<file path="src/rtl/div_trad_if.sv">
// Operand/result bundle for the serial divider: loads flow master->slave, results and timing pulses back.
// No backpressure; load restarts the slave unconditionally.
interface div_trad_if #(
    parameter int w = 16
);
    logic         load;
    logic [w-1:0] N;
    logic [w-1:0] D;
    logic [w-1:0] Q;
    logic [w-1:0] R;
    logic         dz;
    logic         busy;
    logic         prestrobe;
    logic         strobe;

    modport master (
        output load, N, D,
        input  Q, R, dz, busy, prestrobe, strobe
    );

    modport slave (
        input  load, N, D,
        output Q, R, dz, busy, prestrobe, strobe
    );
endinterface

</file>
<file path="src/rtl/div_trad.sv">
// Restoring serial divider, one quotient bit per clock; result strobes w edges after load.
// No backpressure: load is always accepted and aborts any operation in flight.
module div_trad #(
    parameter int w = 16
) (
    input  logic        clk,
    input  logic        rst,
    div_trad_if.slave   bus
);
    localparam int CW = $clog2(w + 1);

    typedef enum logic {
        ST_IDLE,
        ST_RUN
    } state_t;

    state_t        state_q, state_d;
    // The partial remainder is always below the divisor after each step, so its top bit is never set
    // and only w bits need to be stored.
    logic [w-1:0]  p_q, p_d;
    logic [w-1:0]  s_q, s_d;
    logic [w-1:0]  dr_q, dr_d;
    logic [CW-1:0] cnt_q, cnt_d;
    logic          dz_pend_q, dz_pend_d;
    logic [w-1:0]  q_q, q_d;
    logic [w-1:0]  r_q, r_d;
    logic          dz_q, dz_d;
    logic          strobe_q, strobe_d;
    logic          prestrobe_q, prestrobe_d;

    logic [w:0]    shifted;
    logic [w:0]    trial;

    always_comb begin
        shifted     = {p_q, s_q[w-1]};
        trial       = shifted - {1'b0, dr_q};

        state_d     = state_q;
        p_d         = p_q;
        s_d         = s_q;
        dr_d        = dr_q;
        cnt_d       = cnt_q;
        dz_pend_d   = dz_pend_q;
        q_d         = q_q;
        r_d         = r_q;
        dz_d        = dz_q;
        strobe_d    = 1'b0;
        prestrobe_d = 1'b0;

        if (bus.load) begin
            state_d   = ST_RUN;
            p_d       = '0;
            s_d       = bus.N;
            dr_d      = bus.D;
            cnt_d     = CW'(w);
            dz_pend_d = (bus.D == '0);
        end else begin
            case (state_q)
                ST_RUN: begin
                    if (!trial[w]) begin
                        p_d = trial[w-1:0];
                        s_d = {s_q[w-2:0], 1'b1};
                    end else begin
                        p_d = shifted[w-1:0];
                        s_d = {s_q[w-2:0], 1'b0};
                    end
                    cnt_d       = cnt_q - 1'b1;
                    prestrobe_d = (cnt_q == CW'(2));
                    // The final step's result is captured straight into the output registers.
                    if (cnt_q == CW'(1)) begin
                        state_d  = ST_IDLE;
                        q_d      = s_d;
                        r_d      = p_d;
                        dz_d     = dz_pend_q;
                        strobe_d = 1'b1;
                    end
                end
                default: ;
            endcase
        end
    end

    always_ff @(posedge clk or posedge rst) begin
        if (rst) begin
            state_q     <= ST_IDLE;
            p_q         <= '0;
            s_q         <= '0;
            dr_q        <= '0;
            cnt_q       <= '0;
            dz_pend_q   <= 1'b0;
            q_q         <= '0;
            r_q         <= '0;
            dz_q        <= 1'b0;
            strobe_q    <= 1'b0;
            prestrobe_q <= 1'b0;
        end else begin
            state_q     <= state_d;
            p_q         <= p_d;
            s_q         <= s_d;
            dr_q        <= dr_d;
            cnt_q       <= cnt_d;
            dz_pend_q   <= dz_pend_d;
            q_q         <= q_d;
            r_q         <= r_d;
            dz_q        <= dz_d;
            strobe_q    <= strobe_d;
            prestrobe_q <= prestrobe_d;
        end
    end

    assign bus.Q         = q_q;
    assign bus.R         = r_q;
    assign bus.dz        = dz_q;
    assign bus.busy      = (state_q == ST_RUN);
    assign bus.strobe    = strobe_q;
    assign bus.prestrobe = prestrobe_q;
endmodule
</file>
<file path="src/flat_wrapper.sv">
// flat-port wrapper written by rule: the top's interface ports become plain ports
module div_trad_flat 
#(
    parameter int w = 16
)
  (clk, rst, bus_load, bus_N, bus_D, bus_Q, bus_R, bus_dz, bus_busy, bus_prestrobe, bus_strobe);
  div_trad_if #(.w(w)) bus_i ();
  input  logic clk;
  input  logic rst;
  input wire logic [$bits(bus_i.load)-1:0] bus_load;
  input wire logic [$bits(bus_i.N)-1:0] bus_N;
  input wire logic [$bits(bus_i.D)-1:0] bus_D;
  output wire logic [$bits(bus_i.Q)-1:0] bus_Q;
  output wire logic [$bits(bus_i.R)-1:0] bus_R;
  output wire logic [$bits(bus_i.dz)-1:0] bus_dz;
  output wire logic [$bits(bus_i.busy)-1:0] bus_busy;
  output wire logic [$bits(bus_i.prestrobe)-1:0] bus_prestrobe;
  output wire logic [$bits(bus_i.strobe)-1:0] bus_strobe;
  assign bus_i.load = bus_load;
  assign bus_i.N = bus_N;
  assign bus_i.D = bus_D;
  assign bus_Q = bus_i.Q;
  assign bus_R = bus_i.R;
  assign bus_dz = bus_i.dz;
  assign bus_busy = bus_i.busy;
  assign bus_prestrobe = bus_i.prestrobe;
  assign bus_strobe = bus_i.strobe;
  div_trad #(.w(w)) u_core (.clk(clk), .rst(rst), .bus(bus_i));
endmodule
</file>
<file path="config.mk">
export PLATFORM = sky130hd
export DESIGN_NAME = div_trad_flat
export DESIGN_NICKNAME = d
export VERILOG_FILES = /design/src/rtl/div_trad_if.sv /design/src/rtl/div_trad.sv /design/src/flat_wrapper.sv
export SDC_FILE = /design/constraint.sdc
export NUM_CORES = 1
export LEC_CHECK = 0
export BUFFER_PORTS_ARGS = -buffer_cell sky130_fd_sc_hd__buf_2
export CORE_AREA = 2 2 112 114
export CTS_CLUSTER_DIAMETER = 100
export CTS_CLUSTER_SIZE = 14
export DETAILED_ROUTE_END_ITERATION = 8
export DIE_AREA = 0 0 114 116
export MAX_ROUTING_LAYER = met4
export PLACE_DENSITY = 0.68
export SLEW_MARGIN = 20
export SYNTH_ARGS = -nofsm -noshare
export SYNTH_HDL_FRONTEND = slang
export SYNTH_SLANG_ARGS = --single-unit
</file>
<file path="constraint.sdc">
create_clock -name clk -period 3.68 [get_ports clk]
set_clock_uncertainty 0.2 [all_clocks]
set_input_delay 0.184 -clock clk [delete_from_list [all_inputs] [get_ports clk]]
set_output_delay 0.184 -clock clk [all_outputs]
set_load 0.01 [all_outputs]
</file>
==> results.toml <==
[outcome]
status = "completed"

[cts]
cts_resized = 0
clk_path_buf_depth = 2
cts_tree = "done"
cts_made_buffers = 9
cts_sinks = 90
cts-htree-levels = 3
cts-root-buf = "clkbuf_16"
clkTransAtPathRegs_ns = 0.07
clkLatencyLatePin_ns = 0.34

[setup_path]
crit_required_ns = 3.73
endpoint = "u_core.p_q[0]$_DFFE_PP0P_"
rr_worst_depth = 11
critPathLaunchType = "register"
crit_type = "reg2reg"
cpPeakStageDelay_ns = 0.43
worst-path-buf-inv = 2
slowest_stage = "fa_1"
crit_fanout = 19
critPathArrivalTime_ns = 3.07
cp_num_cells = 11
cp_cell_sequence = "inv_1, ha_1, inv_1, fa_1, a211oi_2, o211ai_2, nand3_1, a21boi_2, nor2_8, mux2_4, a211oi_2"
crit_family = "compound AO/OA/AOI/OAI gates"
critPathLaunch = "u_core.s_q[15]$_DFFE_PP0P_"
r2r-start = "u_core.s_q[15]$_DFFE_PP0P_"
end_kind = "register"
rrSetupSlack_ns = 0.67
rr_endpoint = "u_core.p_q[0]$_DFFE_PP0P_"

[place]
dpl.hpwl_mm = 7.95
port_buffers = 70
gp_congestion = 0.849
dpl_worst_slack_ns = 0.685

[routing]
drt_wl_total_mm = 11.3
dr.first_iter.drc_count = 216
via_per_inst = 5.18
drtPass1Iterations = 5
drc_errors = 0
via_count = 3892
wl_per_cell_um = 15.1
detail-route-antenna-nets = 0

[final_layout]
final_cell_mix = "nand2_1, dfrtp_1, buf_2"
multiInputGateArea_mm2 = 0.00229
seqCellArea_mm2 = 0.00225
diodes = 0
fillers = 1119
layout_commonest_cell = "nand2_1"
syn_to_final_growth_pct = 22.6
fin_nets = 654
drive_gt1_share_pct = 17.5

[sta]
max_freq_mhz = 332
worstMarginPinSlew_ns = 0.806
slew_headroom_pct = 46.3
finalSetupViolCount = 0
finalMaxSlewViolations = 0
tns_ns = 0
rsz0062_at_grt = "no"
final-hold-violation-count = 0
setup_slack_ns = 0.667
post-route-min-period_ns = 3.01
fin_crit_sh_pct = 81.9

[floorplan]
core_area_mm2 = 0.0119
initial_core_util_pct = 39.8
ios = 71
die-width_um = 114
die_area_mm2 = 0.0132
fp-row-count = 40
die_height_um = 116

[synth]
dominantRegCellSynth = "dfrtp_1"
synth_cells = 506
postSynth.asyncResetShare_pct = 100
ys_ff_latch = 90
yosysSeqAreaShare_pct = 47.5
synth_cell_type_count = 54
synthesis.area_mm2 = 0.00474
synth_edf_count = 0
syn_nets = 561
syn_avg_cell_area_um2 = 9.38
ys_warn_count = 0

[power_and_ir_drop]
p_leak_nw = 2.96
ir_drop_mv = 0.340
p_per_area_mw_per_mm2 = 662

[global_routing]
grt_pass1_wl_mm = 19.1
grt_pass1_vias = 3849
grtUsageTotal_pct = 18.8
grt_max_degree = 88
antenna_found_initial = 0
overflow = 0

[run]
maxCapViolCount = 0

[hold_path]
hp-class = "in2async"
-- metal layers --
layer	track usage, %	part of all wire, %
met1	24.4	46
met2	30.0	49
met3	3.35	3.9
met5	-	0
met4	6.50	1.6
-- stage by stage --
step / util (%) / cell area, um^2 / std cells / total power, mW / hold slack (ns)
global placement: 43.6 / 5200 / 701 / 2.94 / 0.00756
finish: 48.8 / 5820 / 751 / 3.85 / 0.197
CTS: 48.8 / 5820 / 751 / 3.89 / 0.201
floorplan: - / 4740 / 506 / 2.54 / 0.105
detailed placement: 43.6 / 5200 / 701 / 2.96 / 0.0157
global route: 48.8 / 5820 / 751 / 4.14 / 0.228
-- cells in the mapped netlist (3+ instances only) --
master    instances  area [um^2]
nand2_1         109          409
buf_2             3         15.0
mux2i_1          28          280
nor2b_1           4         25.0
a31oi_1           4         25.0
a21oi_1          16         80.1
inv_1            23         86.3
a21o_1            8         60.1
o21ai_1           7         35.0
clkbuf_1         19         71.3
buf_1             3         11.3
a211oi_1         12         90.1
nand3_1           9         45.0
dfrtp_1          90         2250
xnor2_1          10         87.6
xor2_1            6         52.6
nor3_1            7         35.0
o21ai_0          50          250
and3_1            3         18.8
nor2_1           25         93.8
nand2b_1          3         18.8
nor4_1            4         25.0
nand4_1           3         18.8
ha_1             19          238
-- tightest hold or removal path, cell delays in order --
cell and delay, ns:
dlygate4sd3_1 0.54, buf_2 0.13, clkinv_2 0.32
-- worst min-delay path by stage --
stage,endpoint,slack [ns],cells past startpoint,startpoint
6_report,u_core.bus.Q[5]$_DFFE_PP0P_,0.20,3,rst
5_1_grt,u_core.s_q[4]$_DFFE_PP0P_,0.23,3,rst
4_1_cts,u_core.bus.Q[5]$_DFFE_PP0P_,0.20,3,rst
3_5_place_dp,u_core.bus.Q[5]$_DFFE_PP0P_,0.02,2,rst
3_3_place_gp,u_core.bus.Q[5]$_DFFE_PP0P_,0.008,2,rst
2_1_floorplan,u_core.dr_q[10]$_DFFE_PP0P_,0.10,2,bus_D[10]
-- kinds of logic (layout without fill, tap and decap cells) --
kind of cell,Yosys count,in the layout,synth area share (%)
simple gates,177,177,16.5
fa+ha+maj,20,20,5.43
flops,90,90,47.5
compound gates,121,121,16.3
mux,32,32,7.01
xor+xnor,16,16,2.95
buf+inv,50,148,4.35
-- power breakdown --
part | switching, mW | internal, mW | total, mW
sequential | 0.184 | 1.23 | 1.42
clock | 0.407 | 0.467 | 0.874
combinational | 0.884 | 0.675 | 1.56
-- flip-flops by register name, summed over array words and instances, names as in the netlist --
| name | flops |
|---|---|
| u_core.bus.prestrobe | 1 |
| u_core.bus.Q | 16 |
| u_core.dz_pend_q | 1 |
| u_core.dr_q | 16 |
| u_core.s_q | 16 |
| u_core.bus.R | 16 |
| u_core.bus.busy | 1 |
| u_core.p_q | 16 |
| u_core.bus.dz | 1 |
| u_core.cnt_q | 5 |
| u_core.bus.strobe | 1 |
-- area by class of cell --
| cell class | count | area share (%) |
|---|---|---|
| timing repair buffer | 109 | 12.5 |
| clock inverter | 6 | 0.839 |
| sequential | 90 | 38.7 |
| multi-input combinational | 366 | 39.3 |
| inverter | 23 | 1.51 |
| tap | 147 | 3.16 |
| clock buffer | 10 | 3.94 |
-- what timing repair did --
action | CTS | global route
setup endpoints to repair | 0 | 0
hold buffers | 34 | 0
setup buffers | 0 | 0
hold endpoints to repair | 59 | 0
No activity file was read; power rests on OpenSTA's default activity.
